===== config.mk =====
export PLATFORM = sky130hd
export DESIGN_NAME = shader_indicator
export DESIGN_NICKNAME = d
export VERILOG_FILES = /design/src/rtl/shader_indicator.sv
export SDC_FILE = /design/constraint.sdc
export NUM_CORES = 1
export LEC_CHECK = 0
export CAP_MARGIN = 25
export CORE_ASPECT_RATIO = 1.25
export CORE_UTILIZATION = 50
export CTS_CLUSTER_DIAMETER = 40
export DETAILED_ROUTE_END_ITERATION = 7
export GPL_ROUTABILITY_DRIVEN = 1
export GPL_TIMING_DRIVEN = 0
export PLACE_DENSITY = 0.69
export REMOVE_ABC_BUFFERS = 1
export SYNTH_ARGS = -nofsm -noshare
export SYNTH_HDL_FRONTEND = slang
export SYNTH_SLANG_ARGS = --single-unit

===== constraint.sdc =====
create_clock -name clk -period 3.1 [get_ports clk]
set_input_delay 0.93 -clock clk [delete_from_list [all_inputs] [get_ports clk]]
set_output_delay 0.93 -clock clk [all_outputs]
set_load 0.02 [all_outputs]

===== src/rtl/shader_indicator.sv =====
// ============================================================================
// Module      : shader_indicator
// Description : Blinks an active-low LED (index+1) times per pattern for the
//               selected shader code, followed by a dark gap, then repeats.
// Revision    : 1.0 - initial release
// ============================================================================
`default_nettype none

module shader_indicator #(
  parameter int unsigned ON_CYCLES  = 3750000,
  parameter int unsigned OFF_CYCLES = 3750000,
  parameter int unsigned GAP_CYCLES = 15000000
) (
  input  logic       clk,
  input  logic       rst,
  input  logic [3:0] shader_select,
  output logic       led_n,
  output logic [2:0] shader_index,
  output logic       index_valid,
  output logic       pattern_start
);

  localparam int unsigned c_MAX_ON_OFF = (ON_CYCLES > OFF_CYCLES) ? ON_CYCLES : OFF_CYCLES;
  localparam int unsigned c_MAX_N      = (c_MAX_ON_OFF > GAP_CYCLES) ? c_MAX_ON_OFF : GAP_CYCLES;
  localparam int          c_TW_RAW     = $clog2(c_MAX_N + 1);
  localparam int          TW           = (c_TW_RAW < 26) ? 26 : c_TW_RAW;

  localparam logic [TW-1:0] c_ON_LAST  = TW'(ON_CYCLES - 1);
  localparam logic [TW-1:0] c_OFF_LAST = TW'(OFF_CYCLES - 1);
  localparam logic [TW-1:0] c_GAP_LAST = TW'(GAP_CYCLES - 1);

  typedef enum logic [1:0] {
    S_IDLE = 2'd0,
    S_ON   = 2'd1,
    S_OFF  = 2'd2,
    S_GAP  = 2'd3
  } state_t;

  state_t        r_state, w_state;
  logic [3:0]    r_sel;
  logic [TW-1:0] r_timer, w_timer;
  logic [2:0]    r_remaining, w_remaining;
  logic [2:0]    r_index, w_index;
  logic          r_valid, w_valid;
  logic          r_start, w_start;

  logic          w_change;
  logic          w_code_ok;
  logic [2:0]    w_code_idx;

  always_comb begin
    w_code_ok  = 1'b1;
    w_code_idx = 3'd0;
    case (shader_select)
      4'd6:    w_code_idx = 3'd0;
      4'd3:    w_code_idx = 3'd1;
      4'd7:    w_code_idx = 3'd2;
      4'd8:    w_code_idx = 3'd3;
      4'd4:    w_code_idx = 3'd4;
      4'd2:    w_code_idx = 3'd5;
      default: w_code_ok  = 1'b0;
    endcase
  end

  assign w_change = (shader_select != r_sel);

  always_comb begin
    w_state     = r_state;
    w_timer     = r_timer;
    w_remaining = r_remaining;
    w_index     = r_index;
    w_valid     = r_valid;
    w_start     = 1'b0;
    // A code change overrides any timer-driven transition.
    if (w_change) begin
      w_timer = '0;
      if (w_code_ok) begin
        w_state     = S_ON;
        w_index     = w_code_idx;
        w_valid     = 1'b1;
        w_remaining = w_code_idx;
        w_start     = 1'b1;
      end else begin
        w_state = S_IDLE;
        w_valid = 1'b0;
      end
    end else begin
      case (r_state)
        S_ON: begin
          if (r_timer == c_ON_LAST) begin
            w_state = S_OFF;
            w_timer = '0;
          end else begin
            w_timer = r_timer + 1'b1;
          end
        end
        S_OFF: begin
          if (r_timer == c_OFF_LAST) begin
            w_timer = '0;
            if (r_remaining != 3'd0) begin
              w_state     = S_ON;
              w_remaining = r_remaining - 3'd1;
            end else begin
              w_state = S_GAP;
            end
          end else begin
            w_timer = r_timer + 1'b1;
          end
        end
        S_GAP: begin
          if (r_timer == c_GAP_LAST) begin
            w_state     = S_ON;
            w_timer     = '0;
            w_remaining = r_index;
            w_start     = 1'b1;
          end else begin
            w_timer = r_timer + 1'b1;
          end
        end
        default: w_timer = '0;
      endcase
    end
  end

  always_ff @(posedge clk) begin
    if (rst) begin
      r_state     <= S_IDLE;
      r_sel       <= 4'd0;
      r_timer     <= '0;
      r_remaining <= 3'd0;
      r_index     <= 3'd0;
      r_valid     <= 1'b0;
      r_start     <= 1'b0;
    end else begin
      r_state     <= w_state;
      r_sel       <= shader_select;
      r_timer     <= w_timer;
      r_remaining <= w_remaining;
      r_index     <= w_index;
      r_valid     <= w_valid;
      r_start     <= w_start;
    end
  end

  assign led_n         = (r_state != S_ON);
  assign shader_index  = r_index;
  assign index_valid   = r_valid;
  assign pattern_start = r_start;

endmodule

`default_nettype wire

Yosys cells after proc, flatten, opt, wreduce, memory -nomap -nowiden

Index checks and enable logic that the tools add are counted.
Widths: inputs -> output; s select.

Logic and storage cells: 58
Output and inout port bits: 6
Bits in registers: 40
Bits of input ports: 6

Reduce and logical (&&, ||, !) cells: 9
Add/sub/neg operators: 2
Equal/unequal tests: 18
Multiplexer cells: 22

Operators with widths:

| cell                  | number |
|---|---|
| $mux 26               | 2 |
| $pmux 26 s2           | 1 |
| $add 26x1->26 const B | 1 |
| $eq 26x22->1 const B  | 1 |
| $eq 26x24->1 const B  | 1 |
| $mux 3                | 5 |
| $pmux 3 s5            | 1 |
| $eq 4x3->1 const B    | 3 |
| $ne 3x3->1 const B    | 4 |
| $mux 2                | 5 |
| $eq 4x2->1 const B    | 2 |
| $mux 1                | 6 |
| $pmux 2 s3            | 1 |
| $pmux 3 s2            | 1 |
| $reduce_bool 3->1     | 2 |
| $reduce_or 6->1       | 1 |
| $reduce_and 5->1      | 1 |
| $eq 2x2->1 const B    | 2 |
| $eq 4x4->1 const B    | 1 |
| $ne 2x1->1 const B    | 2 |
| $ne 4x4->1            | 1 |
| $reduce_and 4->1      | 1 |
| $reduce_bool 4->1     | 1 |
| $reduce_or 2->1       | 2 |
| other kinds (3)       | 3 |

Longest topological paths before layout

Gate-level depths: netlist (run 1).

Word-level depth: 5
Mapped depth: 8
Gate-level depth less buffers: 7

Least setup slack after synthesis (run 1)

Ideal clock, no wire load.

Path type: input port to flip-flop
From: in shader_select[0]
To: reg r_remaining[1]
Data required time: 3.014 ns
Setup time: 0.086 ns
Path slack: 0.554 ns
Arrival time: 2.461 ns
Buffers on the path: 2
Cell stages on the path: 7
Cell sequence: clkbuf_1 -> xor2_1 -> nor4_1 -> or2_2 -> clkbuf_1 -> o31ai_1 -> a211oi_1

Word-level cells in the longest chain between the ends: 5
Elaborated cells on any way between the ends: 18
Classes of those cells: eq/ne: 11; mux: 4; reduce/logical: 3

RTL lines:

| element                                  | RTL line | source |
|---|---|---|
| start, declared                          | 16       | `input logic [3:0] shader_select,` |
| $eq 4x2->1, or another cell as far along | 54       | `case (shader_select)` |
| $reduce_or 6->1 (no line)                | --       |  |
| $mux 1                                   | 54       |  |
| $ne 2x1->1 (no line)                     | --       |  |
| $reduce_and 5->1 (no line)               | --       |  |
| end signal, assigned                     | 138      | `r_remaining <= w_remaining;` |
| end, declared                            | 42       | `logic [2:0] r_remaining, w_remaining;` |

Several ways; a longest one is shown, not always the timed one. The select of a mux whose other input is x is not followed.
A chain may end at the register's enable or synchronous reset.

Worst setup path in the final report (run 1)

From: reg r_timer[9]
To: reg r_timer[19]

Word-level cells in the longest chain between the ends: 3
Elaborated cells on any way between the ends: 6
Classes of those cells: add/sub: 1; eq/ne: 2; mux: 3

RTL lines:

| element                                     | RTL line     | source |
|---|---|---|
| start, declared                             | 41           | `logic [TW-1:0] r_timer, w_timer;` |
| start signal, assigned                      | 137          | `r_timer <= w_timer;` |
| $add 26x1->26, or another cell as far along | 94, 107, 117 |  |
| $mux 26 (on tied branches)                  | 111, 90, 98  |  |
| $pmux 26 s2 *                               | 88           | `case (r_state)` |

Mark *: on every way between the ends. The rest lies on a longest branch, timed or not.

==> results.py, run 1 <==
metrics = {
    "min_path": {
        "whs_path_depth": 2,
        "hold_start": "index_valid",
        "hold_path_end": "index_valid",
        "hold_path_class": "flop to flop",
    },
    "setup_path": {
        "r2r_slack_ps": 220,
        "worstPathMaxFanout": 26,
        "worstSetupPathType": "flop to flop",
        "worstPathArrival_ps": 3020,
        "end_kind": "flop",
        "startpoint_type": "flop",
        "r2r_cells": 5,
        "r2r_start": "r_timer[9]",
        "reg2reg_to": "r_timer[19]",
        "crit_required_ps": 3240,
    },
    "synthesis": {
        "yosysUniqueCellTypes": 40,
        "netlist_area_sq_mm": 0.00208,
        "yosys.area.top_type_share_pct": 38.6,
        "yosysSeqAreaShare_pct": 38.6,
        "synth-edff-count": 0,
        "synth-simple-area-share_pct": 30.1,
        "ys_warn_count": 0,
        "synth_xor_area_share_pct": 12.2,
        "muxShareOfSynthArea_pct": 0,
        "synth.avg_cell_area_sq_um": 8.37,
        "yosys-top-cells-area": "dfxtp_1 (39%), xor2_1 (8.0%), nor2_1 (6.9%)",
        "synth_top_area_cell": "dfxtp_1",
        "ys_ff_latch": 40,
        "synth_async_sr_flop_share_pct": 0,
        "synth_fa_ha_area_share_pct": 4.22,
        "yosysMostFrequentCell": "dfxtp_1",
        "synthFlopType": "dfxtp_1",
        "synth-compound-area-share_pct": 9.88,
        "yosys-top-cells-count": "dfxtp_1 (40), nor2_1 (38), xor2_1 (19), nand2_1 (14), nand3_1 (14)",
        "netlist_instances": 248,
        "synth_top_family_by_area": "simple AND/OR/NAND/NOR gates",
    },
    "place": {
        "placed_area_sq_mm": 0.00219,
        "port_buffers": 11,
        "gp_congestion": 0.817,
        "post-dp-hpwl_um": 2780,
    },
    "floorplan": {
        "fp.dieW_um": 59.6,
        "fp.dieArea_sq_mm": 0.00442,
        "start_util_pct": 53.5,
        "core_area_sq_mm": 0.00388,
        "die_y_um": 74.1,
        "pin_count": 12,
        "rows": 25,
    },
    "clock_network": {
        "root_buffer": "clkbuf_8",
        "clkLatencyLatePin_ps": 290,
        "h-tree-depth": 2,
        "post_cts_buffers": 0,
        "cts-buffers-inserted": 5,
        "postCtsHoldBufs": 0,
        "cts.clk_slew.worst_paths_ps": 80,
        "cts_sinks": 40,
        "cts_resized": 0,
        "cts_tree": "built",
        "clockBufferDepth": 2,
    },
    "timing": {
        "worst_slew_pin_slew_ps": 987,
        "finClkSkew_ps": 6.76,
        "fin_tns_setup_ps": 0,
        "slew_viol_final": 0,
        "hold_viol": 0,
        "rsz0062_at_grt": "no",
        "clock.fmax_mhz": 347,
        "finalSetupViolations": 0,
        "post-route-min-period_ps": 2880,
        "max-slew-margin-rel_pct": 33.6,
        "finalCritPeriodShare_pct": 92.9,
    },
    "cells_and_area": {
        "antenna_cells": 0,
        "fin_area_sq_mm": 0.00230,
        "drive_above_1_share_pct": 5.51,
        "fin_util_pct": 59.3,
        "syn_to_final_growth_pct": 10.8,
        "nets": 266,
    },
    "power_and_ir_drop": {
        "ir_drop_uv": 326,
        "powerDensity_mw_per_mm2": 452,
        "leakage_uw": 0.000737,
    },
    "drt": {
        "antenna_left": 0,
        "route.detailed.drc": 0,
        "drt_pass1_iterations": 4,
        "wirelength_um": 4010,
        "vias": 1717,
        "drt_iter0_drc": 111,
        "viasPerCell": 5.57,
        "wl_per_cell_um": 13.0,
    },
    "global_route": {
        "grtUsageTotal_pct": 19.7,
        "grt_pass1_vias": 1572,
        "grt_first_pass_wirelength_um": 6680,
        "grt_max_degree": 27,
        "antenna_found_initial": 0,
        "grt.overflow.total": 0,
    },
    "flow_run": {
        "maxCapViolations": 0,
    },
    "outcome": {
        "status": "finished clean",
    },
}
[report_power, final]
part	total, uW	internal (uW)	leakage, uW	switching [uW]
Sequential	532	525	0.000325	6.24
Combinational	90.8	42.4	0.000357	48.4
Clock	417	239	0.0000552	178
Total	1040	807	0.000737	233
[flip-flops by register name, summed over array words and instances (netlist names)]
signal	flops
r_sel	4
r_remaining	3
r_timer	26
pattern_start	1
shader_index	3
r_state	2
index_valid	1
[routing by layer]
layer  vias up  track usage [%]  wire length [um]
met5         -                0                 0
met4         0             9.04                70
met3         7             3.65               104
met2        30             34.7              1950
met1       805             22.9              1880
li1        875                -                 -
[worst max-delay path by stage]
stage          cells past startpoint             start             end  slack, ps
2_1_floorplan                      5  shader_select[1]     r_timer[25]          4
3_3_place_gp                       6  shader_select[1]     r_timer[25]      -1480
3_5_place_dp                       6  shader_select[0]     r_timer[25]        -80
4_1_cts                            5        r_timer[9]     r_timer[19]        210
5_1_grt                            7  shader_select[0]  r_remaining[1]         50
6_report                           5        r_timer[9]     r_timer[19]        220
[cell type report]
cell class | instances | area, sq um
multi-input combinational | 186 | 1180
clock buffer | 6 | 72.6
tap | 54 | 67.6
timing repair buffer | 12 | 118
fill | 393 | 1580
clock inverter | 2 | 35.0
sequential | 40 | 801
inverter | 8 | 30.0
[critical path, cell delays in order, from the launching register on]
cell,delay (ps)
dfxtp_1,350
or4b_1,540
or2_1,250
o41ai_1,670
a211o_1,790
nor2_1,120
[placed cells by master, fill, tap and decap left out, drive strengths merged, types with 2 or more instances in the layout]
master,n
nor4bb,3
inv,8
xor2,19
o31ai,2
ha,7
o21ai,5
nor2,38
nor3,8
xnor2,10
clkbuf,6
nand4,7
and3,6
o311a,3
dfxtp,40
or2,6
a211oi,3
nand2,14
clkdlybuf4s50,11
nor3b,2
nor4,6
nor2b,5
a21oi,11
a31oi,2
nand3,14
and4,2
[metrics by stage]
step	cells	setup WS [ps]	hold WS, ps	power, uW
after global routing	308	50.9	496	1080
after detailed placement	300	-82.9	446	634
final	308	221	455	1040
after CTS	308	206	458	1050
after global placement	299	-1480	444	631
after floorplan	234	4.11	430	598
[logic make-up after synthesis]
| group | after synthesis |
|---|---|
| AND/OR/NAND/NOR | 119 |
| flip-flops | 40 |
| AO/OA/AOI/OAI | 31 |
| XOR/XNOR | 29 |
| buffers and inverters | 22 |
| adder cells (fa/ha/maj) | 7 |
Power figures use the tool's default switching activity.
==> run 2, diff against run 1 <==
--- a/config.mk
+++ b/config.mk
@@ -11,9 +11,9 @@
 export CTS_CLUSTER_DIAMETER = 40
 export DETAILED_ROUTE_END_ITERATION = 7
 export GPL_ROUTABILITY_DRIVEN = 1
-export GPL_TIMING_DRIVEN = 0
 export PLACE_DENSITY = 0.69
 export REMOVE_ABC_BUFFERS = 1
+export SLEW_MARGIN = 20
 export SYNTH_ARGS = -nofsm -noshare
 export SYNTH_HDL_FRONTEND = slang
 export SYNTH_SLANG_ARGS = --single-unit
==> run 2 against run 1 <==
Net effect: wire length is 3.2% higher; sequential share of layout area is 0.99 points lower; critical path depth is 2 higher; sequential power hardly changed; worst hold slack better by 11 ps; maximum frequency is 11% higher; first-iteration DRC count is 5.4% higher; clock skew hardly changed; flip-flop and latch count stayed put; utilization is 1.7 points higher; power is 0.92% higher; critical path type is now primary input to flop; largest power group unchanged.
==> results.py, run 2 (synthesized netlist as in run 1, its figures left out) <==
metrics = {
    "power_and_ir_drop": {
        "leakage_uw": 0.000782,
        "p_comb_share_pct": 9.3,
        "pwr-share-seq_pct": 50.7,
        "p_switching_uw": 237,
        "sw_frac_of_total_pct": 22.6,
        "powerDensity_mw_per_mm2": 443,
        "p_int_uw": 811,
        "ir_drop_uv": 301,
        "clkPwrFrac_pct": 40.1,
    },
    "drt": {
        "drt_pass1_iterations": 4,
        "wirelength_um": 4140,
        "wl_per_cell_um": 13.1,
        "drt_iter0_drc": 117,
        "vias": 1739,
        "viasPerCell": 5.49,
        "route.detailed.drc": 0,
        "antenna_left": 0,
    },
    "flow_run": {
        "maxCapViolations": 0,
    },
    "floorplan": {
        "pin_count": 12,
        "fp.dieW_um": 59.6,
        "fp.dieArea_sq_mm": 0.00442,
        "die_y_um": 74.1,
        "rows": 25,
        "start_util_pct": 53.5,
        "core_area_sq_mm": 0.00388,
    },
    "timing": {
        "hold_viol": 0,
        "finClkSkew_ps": 6.72,
        "finalSetupViolations": 0,
        "fin_tns_setup_ps": 0,
        "slew_viol_final": 0,
        "rsz0062_at_grt": "no",
        "setup_ws_ps": 508,
        "worst_slew_pin_slew_ps": 683,
        "clock.fmax_mhz": 386,
        "max-slew-margin-rel_pct": 53.9,
        "finalCritPeriodShare_pct": 83.6,
        "post-route-min-period_ps": 2590,
    },
    "setup_path": {
        "r2r_slack_ps": 560,
        "startpoint_type": "primary input",
        "r2r_cells": 6,
        "crit_path_start": "shader_select[1]",
        "r2r_start": "r_timer[13]",
        "end_kind": "flop",
        "crit_required_ps": 3260,
        "reg2reg_to": "r_timer[4]",
        "worstPathArrival_ps": 2760,
        "worstSetupPathType": "primary input to flop",
        "worstPathMaxFanout": 13,
        "cp-endpoint": "r_remaining[0]",
    },
    "clock_network": {
        "cts-buffers-inserted": 5,
        "cts_sinks": 40,
        "clkLatencyLatePin_ps": 290,
        "root_buffer": "clkbuf_8",
        "cts.clk_slew.worst_paths_ps": 80,
        "cts_tree": "built",
        "postCtsHoldBufs": 0,
        "post_cts_buffers": 0,
        "cts_resized": 0,
        "clockBufferDepth": 2,
        "h-tree-depth": 2,
    },
    "place": {
        "post-dp-hpwl_um": 2900,
        "gp_congestion": 0.823,
        "pre_cts_ws_ps": 213,
        "port_buffers": 11,
    },
    "global_route": {
        "grtUsageTotal_pct": 21.0,
        "antenna_found_initial": 0,
        "grt.overflow.total": 0,
        "grt_first_pass_wirelength_um": 7060,
        "grt_max_degree": 27,
        "grt_pass1_vias": 1600,
    },
    "cells_and_area": {
        "antenna_cells": 0,
        "largest-register": "r_timer",
        "nets": 275,
        "top_regs": "r_timer (26), r_sel (4)",
        "syn_to_final_growth_pct": 14.0,
        "drive_above_1_share_pct": 8.75,
        "layout_commonest_cell": "dfxtp_1",
        "final_cell_mix": "dfxtp_1 (40), nor2_1 (38), xor2_1 (19)",
        "largest_reg_flops": 26,
        "fillers": 390,
    },
    "min_path": {
        "hold_start": "index_valid",
        "hold_path_class": "flop to flop",
    },
    "outcome": {
        "status": "finished clean",
    },
}
[run 2: cell count changes in the layout (fill, tap and decap cells not counted), sizes merged]
cell / change
buf: +9
[run 2: power by group through the flow]
| stage | Sequential (uW) | Combinational (uW) | Clock (uW) |
|---|---|---|---|
| 2_1_floorplan | 548 | 49.6 | 0 |
| 3_3_place_gp | 544 | 95.9 | 0 |
| 3_5_place_dp | 544 | 96.6 | 0 |
| 4_1_cts | 531 | 97.3 | 431 |
| 5_1_grt | 533 | 106 | 457 |
| 6_report | 531 | 97.2 | 420 |
[run 2: layer usage]
metal / up-vias / global-route usage [%] / wire, um
met2: 27 / 36.5 / 2000
met3: 11 / 4.17 / 112
met5: - / 0 / 0
met4: 0 / 10.3 / 123
met1: 814 / 24.3 / 1900
li1: 887 / - / -
[run 2: final cells by class]
| cell class | count | area [sq um] | share of cell area (%) |
|---|---|---|---|
| sequential | 40 | 801 | 33.8 |
| clock buffer | 6 | 72.6 | 3.06 |
| multi-input combinational | 186 | 1180 | 49.7 |
| clock inverter | 2 | 35.0 | 1.48 |
| tap | 54 | 67.6 | 2.85 |
| inverter | 8 | 30.0 | 1.27 |
| timing repair buffer | 21 | 185 | 7.82 |
[run 2: worst min-delay path by stage]
| stage | cells past startpoint | end | slack [ps] |
|---|---|---|---|
| finish | 2 | index_valid | 470 |
| global route | 2 | index_valid | 510 |
| CTS | 2 | index_valid | 460 |
| detailed placement | 2 | index_valid | 450 |
| global placement | 1 | r_timer[0] | 450 |
| floorplan | 1 | r_timer[0] | 430 |
[run 2: worst max-delay path, stage by stage]
cell             delay, ps
clkdlybuf4s50_1        440
xor2_1                 190
nor4_2                 280
buf_4                  230
nand2_1                120
o31ai_1                430
a211oi_1               130
[run 2: per-stage QoR]
| step | total power (uW) | area (sq um) | std cells | util [%] | hold WS, ps |
|---|---|---|---|---|---|
| after floorplan | 598 | 2000 | 234 | - | 430 |
| after global placement | 639 | 2260 | 309 | 58.3 | 447 |
| after detailed placement | 640 | 2260 | 309 | 58.3 | 453 |
| after CTS | 1060 | 2370 | 317 | 61.1 | 464 |
| after global routing | 1100 | 2370 | 317 | 61.1 | 509 |
| final | 1050 | 2370 | 317 | 61.1 | 466 |
==> run 3, diff against run 2 <==
==> constraint.sdc (replaced) <==
create_clock -name clk -period 2.5 [get_ports clk]
set_input_delay 0.75 -clock clk [delete_from_list [all_inputs] [get_ports clk]]
set_output_delay 0.75 -clock clk [all_outputs]
set_load 0.02 [all_outputs]
==> run 3 against run 2 <==
Net effect: setup slack lost 380 ps; combinational power grew 39%; clock skew is essentially flat; power grew 25%; clock power grew 22%; critical endpoint is now led_n; highest routed layer unchanged.
==> results.py, run 3 (synthesized netlist as in run 1, its figures left out) <==
metrics = {
    "timing": {
        "finClkSkew_ps": 6.30,
        "max-slew-margin-rel_pct": 69.8,
        "finalSetupViolations": 0,
        "hold_viol": 0,
        "slew_viol_final": 0,
        "worst_slew_pin_slew_ps": 446,
        "finalCritPeriodShare_pct": 95.0,
        "post-route-min-period_ps": 2370,
        "rsz0062_at_grt": "no",
        "setup_ws_ps": 126,
        "clock.fmax_mhz": 421,
    },
    "clock_network": {
        "root_buffer": "clkbuf_8",
        "cts_resized": 0,
        "cts-buffers-inserted": 5,
        "cts.clk_slew.worst_paths_ps": 70,
        "clkLatencyLatePin_ps": 290,
        "h-tree-depth": 2,
        "cts_sinks": 40,
        "clockBufferDepth": 2,
        "cts_tree": "built",
        "postCtsHoldBufs": 0,
        "post_cts_buffers": 0,
    },
    "floorplan": {
        "core_area_sq_mm": 0.00388,
        "fp.dieW_um": 59.6,
        "start_util_pct": 53.5,
        "pin_count": 12,
        "rows": 25,
        "fp.dieArea_sq_mm": 0.00442,
        "die_y_um": 74.1,
    },
    "cells_and_area": {
        "fillers": 356,
        "layout_commonest_cell": "dfxtp_1",
        "fin_area_sq_mm": 0.00248,
        "syn_to_final_growth_pct": 19.6,
        "nets": 286,
        "largest_reg_flops": 26,
        "antenna_cells": 0,
        "final_cell_mix": "dfxtp_1 (40), nor2_1 (38), xor2_1 (19), buf_4 (19)",
        "multi_input_area_sq_mm": 0.00118,
        "seq_area_sq_um": 801,
        "largest-register": "r_timer",
        "top_regs": "r_timer (26), r_sel (4)",
        "drive_above_1_share_pct": 12.8,
    },
    "drt": {
        "route.detailed.drc": 0,
        "viasPerCell": 5.42,
        "drt_pass1_iterations": 4,
        "wl_per_cell_um": 13.2,
        "vias": 1778,
        "drt_iter0_drc": 83,
        "wirelength_um": 4330,
        "antenna_left": 0,
    },
    "setup_path": {
        "worstSetupPathType": "flop to output pin",
        "crit_required_ps": 1750,
        "worstPathMaxFanout": 4,
        "end_kind": "output pin",
        "worstPathArrival_ps": 1620,
        "startpoint_type": "flop",
    },
    "global_route": {
        "grt_first_pass_wirelength_um": 7260,
        "antenna_found_initial": 0,
        "grt.overflow.total": 0,
        "grt_max_degree": 27,
        "grtUsageTotal_pct": 21.9,
        "grt_pass1_vias": 1699,
    },
    "min_path": {
        "hold_path_class": "flop to flop",
    },
    "outcome": {
        "status": "finished clean",
    },
    "place": {
        "post-dp-hpwl_um": 3130,
        "pre_cts_ws_ps": -131,
        "gp_congestion": 0.834,
        "port_buffers": 11,
        "placed_area_sq_mm": 0.00237,
    },
    "power_and_ir_drop": {
        "leakage_uw": 0.000849,
        "ir_drop_uv": 423,
        "total_power_uw": 1310,
        "powerDensity_mw_per_mm2": 526,
    },
    "flow_run": {
        "maxCapViolations": 0,
    },
}
run 3: cell types whose count changed in the layout (fill, tap and decap cells not counted):
cell,before,now
buf_4,10,19
buf_12,0,2
o41ai_2,0,1
o41ai_1,1,0
run 3: final timing paths:
| kind | depth (start not counted) | slack (ps) | from | endpoint |
|---|---|---|---|---|
| setup / recovery | 4 | 130 | r_state[1] | led_n |
| hold reg to reg | 2 | 450 | index_valid | index_valid |
| hold / removal | 2 | 450 | index_valid | index_valid |
| setup reg to reg | 5 | 150 | r_timer[9] | r_remaining[2] |
run 3: cell type report:
| class | instances | share of cell area, % |
|---|---|---|
| Tap cell | 54 | 2.72 |
| Clock inverter | 2 | 1.41 |
| Timing Repair Buffer | 32 | 11.8 |
| Multi-Input combinational cell | 186 | 47.7 |
| Inverter | 8 | 1.21 |
| Sequential cell | 40 | 32.2 |
| Clock buffer | 6 | 2.92 |
run 3: routing by layer:
layer  part of all wire [%]  track usage [%]
met1                     44             24.3
met3                    2.8             4.35
met5                      0                0
met2                     48             37.2
met4                    4.5             15.0
run 3: per-stage QoR:
stage	hold slack [ps]	instances	utilization [%]	TNS [ps]
final	451	328	64.0	0
after global routing	480	328	64.0	0
after CTS	457	328	63.8	0
after detailed placement	447	320	61.1	-2090
after global placement	444	320	61.1	-1200
after floorplan	430	234	-	-10950
run 3: report_power, final:
part,internal (uW),switching [uW]
clock,296,216
combinational,69.8,65.4
sequential,652,7.75
run 3: critical path: stages, from the launching register on:
cell             delay [ps]
dfxtp_1                 380
inv_1                    80
ha_1                    210
inv_1                    70
clkdlybuf4s50_1         600
